$ cat config.mk
export PLATFORM = sky130hd
export DESIGN_NAME = key_entry_ctrl
export DESIGN_NICKNAME = d
export VERILOG_FILES = /design/src/rtl/key_entry_ctrl.sv
export SDC_FILE = /design/constraint.sdc
export NUM_CORES = 1
export LEC_CHECK = 0
export CORE_ASPECT_RATIO = 0.6
export CORE_UTILIZATION = 30
export DETAILED_ROUTE_END_ITERATION = 16
export MAX_ROUTING_LAYER = met4
export PLACE_DENSITY_LB_ADDON = 0.12
export SETUP_SLACK_MARGIN = 0.15
export SYNTH_ARGS = -nofsm -noshare
export SYNTH_HDL_FRONTEND = slang
export SYNTH_SLANG_ARGS = --single-unit
export TNS_END_PERCENT = 100
$ cat constraint.sdc
create_clock -name clk -period 4.9 [get_ports clk]
set_input_delay 0.98 -clock clk [delete_from_list [all_inputs] [get_ports clk]]
set_output_delay 0.98 -clock clk [all_outputs]
set_load 0.02 [all_outputs]
$ cat src/rtl/key_entry_ctrl.sv
// key_entry_ctrl
// Multi-digit decimal key entry unit. NDIGITS raw push-buttons each step one
// BCD digit modulo 10. A clear key zeroes the entry. An enter key converts the
// BCD entry to binary with one multiply-add per digit, MSD first. The result is
// offered on a valid/ack handshake.
// All raw keys pass through a 2-FF synchroniser and a stability-counter
// debouncer. A press event is a registered one-cycle pulse on the debounced
// rising edge.
// Optional feature: define KEY_ENTRY_AUTOREPEAT_EN to make held digit keys
// auto-repeat every REPEAT_CYC cycles. Clear and enter never repeat.
module key_entry_ctrl #(
  parameter int NDIGITS      = 2,
  parameter int DATA_W       = 32,
  parameter int DEBOUNCE_CYC = 20,
  parameter int REPEAT_CYC   = 5000
) (
  input  logic                   clk,
  input  logic                   rst,
  input  logic [NDIGITS-1:0]     key_i,
  input  logic                   clear_i,
  input  logic                   enter_i,
  input  logic                   ack_i,
  output logic [4*NDIGITS-1:0]   digits_o,
  output logic [DATA_W-1:0]      data_o,
  output logic                   valid_o,
  output logic                   busy_o
);

  // Input vector layout: digit keys in the low bits, then clear, then enter.
  localparam int NIN   = NDIGITS + 2;
  localparam int CLR   = NDIGITS;
  localparam int ENT   = NDIGITS + 1;
  localparam int CNT_W = (DEBOUNCE_CYC < 2) ? 1 : $clog2(DEBOUNCE_CYC + 1);
  localparam int IDX_W = $clog2(NDIGITS + 2);

  typedef enum logic [1:0] {
    EDIT    = 2'd0,
    CONVERT = 2'd1,
    HOLD    = 2'd2
  } state_t;

  state_t               state;
  logic [IDX_W-1:0]     idx;

  logic [NIN-1:0]       raw;
  logic [NIN-1:0]       sync_p0;
  logic [NIN-1:0]       sync_p1;
  logic [NIN-1:0]       level;
  logic [NIN-1:0]       level_d;
  logic [NIN-1:0]       rise;
  logic [CNT_W-1:0]     db_cnt [NIN];

  logic [NDIGITS-1:0]   key_ev;
  logic                 clear_ev;
  logic                 enter_ev;

  logic [4*NDIGITS-1:0] shadow;
  logic [DATA_W-1:0]    acc;

  assign raw  = {enter_i, clear_i, key_i};
  assign rise = level & ~level_d;

  // Increment one BCD digit, wrapping 9 back to 0.
  function automatic logic [3:0] bcd_inc(input logic [3:0] d);
    return (d >= 4'd9) ? 4'd0 : d + 4'd1;
  endfunction

  // Apply this cycle's press events to the entry; clear overrides digit presses.
  function automatic logic [4*NDIGITS-1:0] edit_digits(
    input logic [4*NDIGITS-1:0] cur,
    input logic [NDIGITS-1:0]   inc,
    input logic                 clr
  );
    logic [4*NDIGITS-1:0] nxt;
    nxt = cur;
    if (clr) begin
      nxt = '0;
    end else begin
      for (int i = 0; i < NDIGITS; i++) begin
        if (inc[i]) nxt[4*i +: 4] = bcd_inc(cur[4*i +: 4]);
      end
    end
    return nxt;
  endfunction

  // Select the digit consumed at conversion step pos (step 0 = MSD).
  function automatic logic [3:0] pick_digit(
    input logic [4*NDIGITS-1:0] sh,
    input logic [IDX_W-1:0]     pos
  );
    int sel;
    sel = NDIGITS - 1 - int'(pos);
    if (sel < 0) sel = 0;
    return sh[4*sel +: 4];
  endfunction

  // One conversion step: acc*10 + digit. DATA_W is sized so this never overflows.
  function automatic logic [DATA_W-1:0] mac10(
    input logic [DATA_W-1:0] a,
    input logic [3:0]        d
  );
    return a * DATA_W'(10) + DATA_W'(d);
  endfunction

  // Two-flop synchroniser for every raw key.
  always_ff @(posedge clk or negedge rst) begin
    if (!rst) begin
      sync_p0 <= '0;
      sync_p1 <= '0;
    end else begin
      sync_p0 <= raw;
      sync_p1 <= sync_p0;
    end
  end

  // Debounce: the level follows the synchronised input after DEBOUNCE_CYC differing cycles.
  always_ff @(posedge clk or negedge rst) begin
    if (!rst) begin
      level   <= '0;
      level_d <= '0;
      for (int i = 0; i < NIN; i++) db_cnt[i] <= '0;
    end else begin
      level_d <= level;
      for (int i = 0; i < NIN; i++) begin
        if (sync_p1[i] != level[i]) begin
          if (db_cnt[i] == CNT_W'(DEBOUNCE_CYC - 1)) begin
            level[i]  <= sync_p1[i];
            db_cnt[i] <= '0;
          end else begin
            db_cnt[i] <= db_cnt[i] + 1'b1;
          end
        end else begin
          db_cnt[i] <= '0;
        end
      end
    end
  end

  // Registered press pulses for clear and enter: one per debounced press.
  always_ff @(posedge clk or negedge rst) begin
    if (!rst) begin
      clear_ev <= 1'b0;
      enter_ev <= 1'b0;
    end else begin
      clear_ev <= rise[CLR];
      enter_ev <= rise[ENT];
    end
  end

`ifdef KEY_ENTRY_AUTOREPEAT_EN
  localparam int RPT_W = (REPEAT_CYC < 2) ? 1 : $clog2(REPEAT_CYC + 1);

  logic [RPT_W-1:0] rpt_cnt [NDIGITS];

  // Digit press pulses: initial edge, then one every REPEAT_CYC cycles while held.
  always_ff @(posedge clk or negedge rst) begin
    if (!rst) begin
      key_ev <= '0;
      for (int i = 0; i < NDIGITS; i++) rpt_cnt[i] <= '0;
    end else begin
      for (int i = 0; i < NDIGITS; i++) begin
        if (!level[i]) begin
          key_ev[i]  <= 1'b0;
          rpt_cnt[i] <= '0;
        end else if (rise[i] || (rpt_cnt[i] == RPT_W'(REPEAT_CYC - 1))) begin
          key_ev[i]  <= 1'b1;
          rpt_cnt[i] <= '0;
        end else begin
          key_ev[i]  <= 1'b0;
          rpt_cnt[i] <= rpt_cnt[i] + 1'b1;
        end
      end
    end
  end
`else
  // Digit press pulses: exactly one per debounced press. REPEAT_CYC has no
  // role in this build and reduces to an all-ones mask.
  always_ff @(posedge clk or negedge rst) begin
    if (!rst) begin
      key_ev <= '0;
    end else begin
      key_ev <= rise[NDIGITS-1:0] & {NDIGITS{REPEAT_CYC >= 0}};
    end
  end
`endif

  // Entry FSM: edit digits, run the MSD-first conversion, hold result until acked.
  always_ff @(posedge clk or negedge rst) begin
    if (!rst) begin
      state    <= EDIT;
      idx      <= '0;
      digits_o <= '0;
      data_o   <= '0;
      valid_o  <= 1'b0;
      busy_o   <= 1'b0;
    end else begin
      case (state)
        EDIT: begin
          digits_o <= edit_digits(digits_o, key_ev, clear_ev);
          if (enter_ev) begin
            state  <= CONVERT;
            idx    <= '0;
            busy_o <= 1'b1;
          end
        end
        CONVERT: begin
          // Steps 0..NDIGITS-1 accumulate; the extra step publishes the result.
          if (idx < IDX_W'(NDIGITS)) begin
            idx <= idx + 1'b1;
            if (idx == IDX_W'(NDIGITS - 1)) busy_o <= 1'b0;
          end else begin
            data_o  <= acc;
            valid_o <= 1'b1;
            state   <= HOLD;
          end
        end
        HOLD: begin
          digits_o <= edit_digits(digits_o, key_ev, clear_ev);
          if (valid_o && ack_i) begin
            valid_o <= 1'b0;
            state   <= EDIT;
          end
        end
        default: begin
          state   <= EDIT;
          busy_o  <= 1'b0;
          valid_o <= 1'b0;
        end
      endcase
    end
  end

  // Conversion datapath: snapshot the entry on enter, then multiply-add per digit.
  always_ff @(posedge clk) begin
    if ((state == EDIT) && enter_ev) begin
      shadow <= digits_o;
      acc    <= '0;
    end else if ((state == CONVERT) && (idx < IDX_W'(NDIGITS))) begin
      acc <= mac10(acc, pick_digit(shadow, idx));
    end
  end

endmodule

==> results.md, run 1 <==
| Stage | Item | This run |
|:---|:---|:---|
| power | Total power per unit cell area | 275.5 nW/um^2 |
| placement | HPWL after detailed placement | 14.54 mm |
| clock network | Clock insertion delay at the later pin of the skew report | 0.42 ns |
| clock network | Clock net sink count | 126 |
| clock network | Clock-pin transition on the worst setup and hold timing paths | 0.06 ns |
| placement | Placed standard-cell area | 8288 sq um |
| die | Die Span Y | 124.6 um |
| cells and area | Synthesis-to-layout area growth | 18.52% |
| yosys | Distinct cell type count of the synthesized netlist | 80 |
| setup path | Worst Path Class, Setup | reg -> reg |
| die | Initial standard-cell utilization of the core | 30.80% |
| yosys | Post-synthesis net count | 820 |
| cells and area | Filler cell count | 2435 |
| setup path | Slack of the worst reg-to-reg path | 0.97 ns |
| clock network | Total of cells resized after clock tree synthesis | 0 |
| drt | Number of vias per cell after detailed routing | 5.111 |
| grt | First-pass GRT wire length | 31.11 mm |
| clock network | Clock buffers created by TritonCTS | 17 |
| cells and area | Number of nets in the layout | 871 |
| grt | Remaining global-route overflow | 0 |
| clock network | Hold-fix buffer count after cts | 0 |
| sta | RSZ-0062 raised after global routing | false |
| power | Reported leakage power | 4.017 nW |
| clock network | Maximum root-to-sink buffer count | 2 |
| drt | Average wire per standard cell | 17.13 um |
| grt | Largest net degree at the start of global routing | 72 |
| flow run | Number of max-cap violations | 0 |
| setup path | Terminus of the critical flop-to-flop path | acc[30]$_SDFFE_PP0P_ |
| setup path | CP Capture Type | flip-flop |
| die | Die width | 206.3 um |
| placement | Number of buffer cells added on primary ports | 48 |
| clock network | CTS tree | built |
| die | Count of boundary I/O pins | 49 |
| placement | Gpl congestion | 0.8335 |
| placement | DP Worst Slack | 0.9950 ns |
| clock network | CTS Root Cell | sky130_fd_sc_hd__clkbuf_16 |
| setup path | Sort of element at the start of the critical path | flip-flop |
| sta | Max-Slew Margin vs Limit | 36.57% |
| cells and area | Fraction of layout instances using a drive strength above 1 | 13.79% |
| cells and area | Most common cell after layout, fill and taps aside | sky130_fd_sc_hd__dfrtp_1 |
| sta | Sum Neg Setup Slack | 0 ns |
| sta | Final number of max-transition violations | 0 |
| drt | Initial DRC Count | 335 |
| yosys | Mean instance size in the synthesized netlist | 10.14 sq um |
| cells and area | Combined area of the multi-input logic cells | 4273 sq um |
| power | Tot Pwr | 2.453 mW |
| yosys | Asr flop ratio synth | 68.25% |
| sta | Hold Worst Slack | 0.3514 ns |
| yosys | Count of mapped cells out of synthesis | 741 |
| grt | Combined global-route utilization of all metal layers | 16.32% |
| yosys | Number of warnings issued by yosys | 0 |
| cells and area | Post-layout instance area | 8904 sq um |
| setup path | Worst setup path startpoint | acc[1]$_SDFFE_PP0P_ |
| die | Site row count | 44 |
| sta | Min Tclk post-route | 3.928 ns |
| sta | Final setup violating endpoints | 0 |
| sta | Highest attainable clock frequency | 254.6 MHz |
| cells and area | Most used cells in the layout excluding fill and tap cells | 86 x sky130_fd_sc_hd__dfrtp_1, 73 x sky130_fd_sc_hd__nand2_1, 70 x sky130_fd_sc_hd__ha_1 |
| cells and area | Seq. cell area | 3033 sq um |
| power | Max rail drop VDD | 0.0002039 V |
| clock network | H-Tree Depth | 4 |
| drt | Via total after detailed routing | 5760 |
| worst hold path | Tightest Hold Check Type | reg -> reg |
| yosys | Number of enable-type register cells in the synthesized netlist | 8 |
| grt | Via count of the first global-routing pass | 5491 |
| drt | Detailed-router iteration count before antenna repair | 10 |
| setup path | Number of cells on the worst reg-to-reg path | 12 |
| setup path | Reg2reg start | acc[1]$_SDFFE_PP0P_ |
| sta | Post-layout worst setup margin | 0.9717 ns |
| die | Core outline area | 24390 sq um |
| yosys | Seq cells post-synth | 126 |
| sta | Setup skew after layout | 0.01021 ns |
| setup path | Highest net fanout along the worst path | 7 |
| yosys | Share of the yosys chip area belonging to registers | 40.37% |
| drt | Final ANT Viol Nets | 0 |
| sta | Hold Vio Cnt, Final | 0 |
| cells and area | Antenna cells | 0 |
| drt | Final wirelength | 19.30 mm |
| setup path | Arrival @ worst endpoint | 4.23 ns |
| die | Die Area | 25700 sq um |
| setup path | Capture point of the critical path | acc[30]$_SDFFE_PP0P_ |
| sta | Tightest Pin Transition | 0.9503 ns |
| drt | DR DRC count | 5 |
| yosys | Post-synthesis instance area | 7512 sq um |
| setup path | Worst Path Required | 5.21 ns |
| clock network | Post CTS Setup Buffer Count | 0 |
| status | Run status | complete, but fails checks |
| yosys | Leading register cell type out of synthesis | sky130_fd_sc_hd__dfrtp_1 |
| sta | Final worst path period share | 80.17% |
| status | Violations in the final reports | design-rule violations |
| grt | Initial antenna violation count | 0 |
-- kinds of logic (layout without fill, tap and decap cells) --
group	Yosys count	count (layout)	share of synthesized area, %
mux	45	45	6.712
buf+inv	38	102	2.848
fa+ha+maj	72	72	12.19
flops	126	126	40.37
xor+xnor	49	49	5.913
compound gates	168	168	15.87
simple gates	243	243	16.09
-- layer usage --
layer  vias to the layer above  track usage [%]  share of wire [%]
met5                         -                -                  0
met4                         0            3.633               0.67
met3                        10            3.715                3.9
met2                       115            21.10                 40
met1                      2809            25.05                 55
li1                       2826                -                  -
-- flip-flops by register name (all words and copies together) (netlist names), 8 cells and up --
name      count
acc          32
data_o       32
db_cnt       20
digits_o      8
shadow        8
-- power breakdown --
part	switching [mW]	total (mW)	internal [mW]
Sequential	0.0108	1.07	1.06
Clock	0.491	1.32	0.829
Combinational	0.0391	0.0645	0.0254
Total	0.541	2.45	1.91
-- metrics by stage --
| stage | util, % | cells |
|---|---|---|
| floorplan | - | 741 |
| global placement | 33.98 | 1095 |
| detailed placement | 33.98 | 1095 |
| CTS | 36.51 | 1127 |
| global route | 36.51 | 1127 |
| finish | 36.51 | 1127 |
-- critical path, stage by stage (launching register included) --
cell and delay [ns]:
sky130_fd_sc_hd__dfxtp_1 0.44, sky130_fd_sc_hd__ha_1 0.27, sky130_fd_sc_hd__ha_1 0.23, sky130_fd_sc_hd__fa_1 0.39, sky130_fd_sc_hd__a21o_1 0.23, sky130_fd_sc_hd__a221oi_2 0.33
sky130_fd_sc_hd__o22ai_2 0.18, sky130_fd_sc_hd__o31ai_1 0.35, sky130_fd_sc_hd__xor2_1 0.17, sky130_fd_sc_hd__and4bb_2 0.35, sky130_fd_sc_hd__nand3_1 0.24, sky130_fd_sc_hd__o311a_1 0.38
sky130_fd_sc_hd__a221o_1 0.25
-- cell usage after synthesis, types with 5 or more instances --
master	count	area, sq um
sky130_fd_sc_hd__dfxtp_1	32	640.6
sky130_fd_sc_hd__mux2_2	43	484.2
sky130_fd_sc_hd__or3_1	7	43.79
sky130_fd_sc_hd__a21o_1	8	60.06
sky130_fd_sc_hd__buf_6	8	90.09
sky130_fd_sc_hd__nor2_1	55	206.5
sky130_fd_sc_hd__xnor2_1	26	227.7
sky130_fd_sc_hd__edfxtp_1	8	240.2
sky130_fd_sc_hd__clkbuf_1	11	41.29
sky130_fd_sc_hd__o211a_1	5	50.05
sky130_fd_sc_hd__nand4_1	7	43.79
sky130_fd_sc_hd__o21ai_1	8	40.04
sky130_fd_sc_hd__nor3_1	17	85.08
sky130_fd_sc_hd__nand3_1	33	165.2
sky130_fd_sc_hd__xor2_1	21	183.9
sky130_fd_sc_hd__o211ai_1	9	67.56
sky130_fd_sc_hd__inv_1	17	63.81
sky130_fd_sc_hd__a211oi_1	12	90.09
sky130_fd_sc_hd__nand2_1	73	274.0
sky130_fd_sc_hd__ha_1	70	875.8
sky130_fd_sc_hd__a22oi_1	6	45.04
sky130_fd_sc_hd__o31ai_1	7	52.55
sky130_fd_sc_hd__o21ai_0	36	180.2
sky130_fd_sc_hd__nor2b_1	12	75.07
sky130_fd_sc_hd__dfrtp_1	86	2152
sky130_fd_sc_hd__a21oi_1	37	185.2
-- cell type report --
type                            count  area share, %
Sequential cell                   126          34.06
Inverter                           17         0.7167
Clock buffer                       19          5.087
Multi-Input combinational cell    577          47.99
Timing Repair Buffer               53          5.790
Tap cell                          322          4.525
Clock inverter                     13          1.827
-- worst min-delay path by stage --
stage | slack [ns] | depth (start not counted) | endpoint | start
after floorplan | 0.33 | 0 | sync_p1[0]$_DFF_PN0_ | sync_p0[0]$_DFF_PN0_
after global placement | 0.33 | 0 | sync_p1[0]$_DFF_PN0_ | sync_p0[0]$_DFF_PN0_
after detailed placement | 0.34 | 0 | sync_p1[0]$_DFF_PN0_ | sync_p0[0]$_DFF_PN0_
after CTS | 0.35 | 0 | sync_p1[3]$_DFF_PN0_ | sync_p0[3]$_DFF_PN0_
after global routing | 0.36 | 0 | sync_p1[1]$_DFF_PN0_ | sync_p0[1]$_DFF_PN0_
final | 0.35 | 0 | sync_p1[1]$_DFF_PN0_ | sync_p0[1]$_DFF_PN0_
No activity file was read; power rests on OpenSTA's default activity.
==> run 2, diff against run 1 <==
==> constraint.sdc (replaced) <==
create_clock -name clk -period 3.8 [get_ports clk]
set_input_delay 0.76 -clock clk [delete_from_list [all_inputs] [get_ports clk]]
set_output_delay 0.76 -clock clk [all_outputs]
set_load 0.02 [all_outputs]
==> run 2 against run 1 <==
The run still ends with design-rule violations left; clock skew rose by 0.00090 ns; largest power group unchanged; combinational power rose by 40%; cell count rose by 3.9%; core utilization rose by 2.3 points; non-clock buffer count rose by 44.
==> results.md, run 2 (synthesis gave the netlist of run 1 again) <==
| Stage | Item | This run |
|:---|:---|:---|
| clock network | Maximum root-to-sink buffer count | 2 |
| sta | Hold Worst Slack | 0.3401 ns |
| flow run | Number of max-cap violations | 0 |
| cells and area | Share of the core filled with cells in the final layout | 38.83% |
| placement | Number of buffer cells added on primary ports | 48 |
| cells and area | Largest registers | acc: 32 flops, data_o: 32 flops, db_cnt: 20 flops |
| die | Die Area | 25700 sq um |
| clock network | H-Tree Depth | 4 |
| setup path | Cells along the critical path | ha_1, ha_4, fa_2, a21o_1, a221o_2, xnor2_4, nor4_2, buf_4, and4_1, buf_6, nand3_4, o311a_1, a221o_1 |
| status | Run status | complete, but fails checks |
| setup path | CP Capture Type | flip-flop |
| cells and area | Final instance count without filler cells | 1171 |
| drt | Via total after detailed routing | 5933 |
| clock network | Clock buffers created by TritonCTS | 17 |
| setup path | Number of cells on the worst reg-to-reg path | 13 |
| grt | Initial antenna violation count | 0 |
| cells and area | Most used cells in the layout excluding fill and tap cells | 86 x sky130_fd_sc_hd__dfrtp_1, 73 x sky130_fd_sc_hd__nand2_1, 59 x sky130_fd_sc_hd__ha_1 |
| cells and area | Most common cell after layout, fill and taps aside | sky130_fd_sc_hd__dfrtp_1 |
| grt | First-pass GRT wire length | 31.91 mm |
| setup path | Terminus of the critical flop-to-flop path | acc[30]$_SDFFE_PP0P_ |
| cells and area | Antenna cells | 0 |
| setup path | Arrival @ worst endpoint | 3.83 ns |
| sta | Final setup violating endpoints | 0 |
| setup path | Sort of element at the start of the critical path | flip-flop |
| die | Initial standard-cell utilization of the core | 30.80% |
| setup path | Worst Path Class, Setup | reg -> reg |
| worst hold path | HP Start | sync_p0[3]$_DFF_PN0_ |
| worst hold path | Tightest Hold Check Type | reg -> reg |
| sta | Hold Vio Cnt, Final | 0 |
| clock network | Clock net sink count | 126 |
| cells and area | Filler cell count | 2395 |
| sta | Setup skew after layout | 0.01111 ns |
| setup path | Reg2reg start | acc[2]$_SDFFE_PP0P_ |
| sta | Tightest Pin Transition | 0.9515 ns |
| sta | RSZ-0062 raised after global routing | false |
| drt | Initial DRC Count | 375 |
| cells and area | Fraction of layout instances using a drive strength above 1 | 23.56% |
| setup path | Capture point of the critical path | acc[30]$_SDFFE_PP0P_ |
| die | Core outline area | 24390 sq um |
| power | Max rail drop VDD | 0.0002705 V |
| sta | Highest attainable clock frequency | 284.2 MHz |
| setup path | Worst setup path startpoint | acc[2]$_SDFFE_PP0P_ |
| placement | HPWL after detailed placement | 14.39 mm |
| drt | DR DRC count | 6 |
| placement | Gpl congestion | 0.9242 |
| grt | Via count of the first global-routing pass | 5907 |
| grt | Largest net degree at the start of global routing | 87 |
| power | Reported leakage power | 4.252 nW |
| status | Violations in the final reports | design-rule violations |
| drt | Number of vias per cell after detailed routing | 5.067 |
| grt | Combined global-route utilization of all metal layers | 16.36% |
| power | Tot Pwr | 2.932 mW |
| setup path | Crit-path slowest cell | sky130_fd_sc_hd__a221o_2 |
| sta | Final worst path period share | 92.60% |
| drt | Final wirelength | 19.39 mm |
| die | Count of boundary I/O pins | 49 |
| setup path | Slack of the worst reg-to-reg path | 0.28 ns |
| clock network | Clock insertion delay at the later pin of the skew report | 0.42 ns |
| drt | Average wire per standard cell | 16.56 um |
| grt | Remaining global-route overflow | 0 |
| die | Die Span Y | 124.6 um |
| cells and area | Number of nets in the layout | 915 |
| sta | Min Tclk post-route | 3.519 ns |
| clock network | CTS Root Cell | sky130_fd_sc_hd__clkbuf_16 |
| power | Total power per unit cell area | 309.6 nW/um^2 |
| cells and area | Synthesis-to-layout area growth | 26.07% |
| die | Die width | 206.3 um |
| setup path | Highest net fanout along the worst path | 4 |
| sta | Max-Slew Margin vs Limit | 36.49% |
| clock network | Clock-pin transition on the worst setup and hold timing paths | 0.05 ns |
| drt | Detailed-router iteration count before antenna repair | 12 |
| setup path | Stage delay of the slowest cell on the critical path | 0.44 ns |
| drt | Final ANT Viol Nets | 0 |
| setup path | Worst Path Required | 4.11 ns |
| clock network | CTS tree | built |
| placement | Post-placement cell count | 1127 |
| sta | Final number of max-transition violations | 0 |
| die | Site row count | 44 |
-- run 2: cell count changes in the layout (fill, tap and decap cells not counted), sizes merged --
cell      before  now
bufinv         3    0
clkbuf        19   25
clkinv         5    6
clkinvlp       3    1
inv           19   17
buf            6   50
-- run 2: per-layer routing --
metal  up-vias  wire, um  share of wire, %  global-route usage, %
li1       2911         -                 -                      -
met5         -         0                 0                      -
met1      2868     10510                54                  24.48
met2       131      7822                40                  21.69
met4         0       323               1.7                  5.407
met3        23       726               3.7                  2.983
-- run 2: how the worst min path moves through the flow --
| stage | endpoint | slack (ns) | cells after the start |
|---|---|---|---|
| 2_1_floorplan | sync_p1[0]$_DFF_PN0_ | 0.33 | 0 |
| 3_3_place_gp | sync_p1[2]$_DFF_PN0_ | 0.33 | 0 |
| 3_5_place_dp | sync_p1[3]$_DFF_PN0_ | 0.34 | 0 |
| 4_1_cts | sync_p1[3]$_DFF_PN0_ | 0.34 | 0 |
| 5_1_grt | sync_p1[3]$_DFF_PN0_ | 0.35 | 0 |
| 6_report | sync_p1[3]$_DFF_PN0_ | 0.34 | 0 |
-- run 2: timing repair --
action / in CTS / in global routing
endpoints found under the setup margin: 8 / 13
setup buffers: 0 / 12
resized for setup: 10 / 57
hold buffers: 0 / 0
pin swaps: 7 / 23
endpoints found under the hold margin: 0 / 0
-- run 2: layout make-up --
type                    count  area, sq um  share of cell area, %
clock buffers              25        485.5                  5.126
clock inverters             7        41.29                 0.4360
inverters                  17        63.81                 0.6738
multi-input cells         577         4562                  48.17
flip-flops and latches    126         3040                  32.10
well taps                 322        402.9                  4.254
repair buffers             97        874.6                  9.235
-- run 2: through the flow --
stage | TNS (ns) | setup WS [ns] | cell area [sq um]
detailed placement | -0.03525 | -0.03525 | 8553
global route | 0 | 0.1250 | 9470
finish | 0 | 0.2814 | 9470
floorplan | 0 | 0.2783 | 7512
global placement | 0 | 0.09322 | 8553
CTS | 0 | 0.1651 | 9134
-- run 2: critical path: cells and delay by family, from the launching register on --
kind	cells	cell delay, ns
and+or+nand+nor	3	0.48
AOI/OAI and AO/OA	4	1.25
DFF	1	0.36
xor gates and xnor gates	1	0.20
buffers and inverters	2	0.30
adders and majority gates	3	0.82
-- run 2: power breakdown --
group | switching (mW) | leakage, nW | internal, mW | total [mW]
registers | 0.0128 | 1.52 | 1.36 | 1.38
logic | 0.0518 | 2.48 | 0.0383 | 0.0901
clock network | 0.585 | 0.261 | 0.880 | 1.47
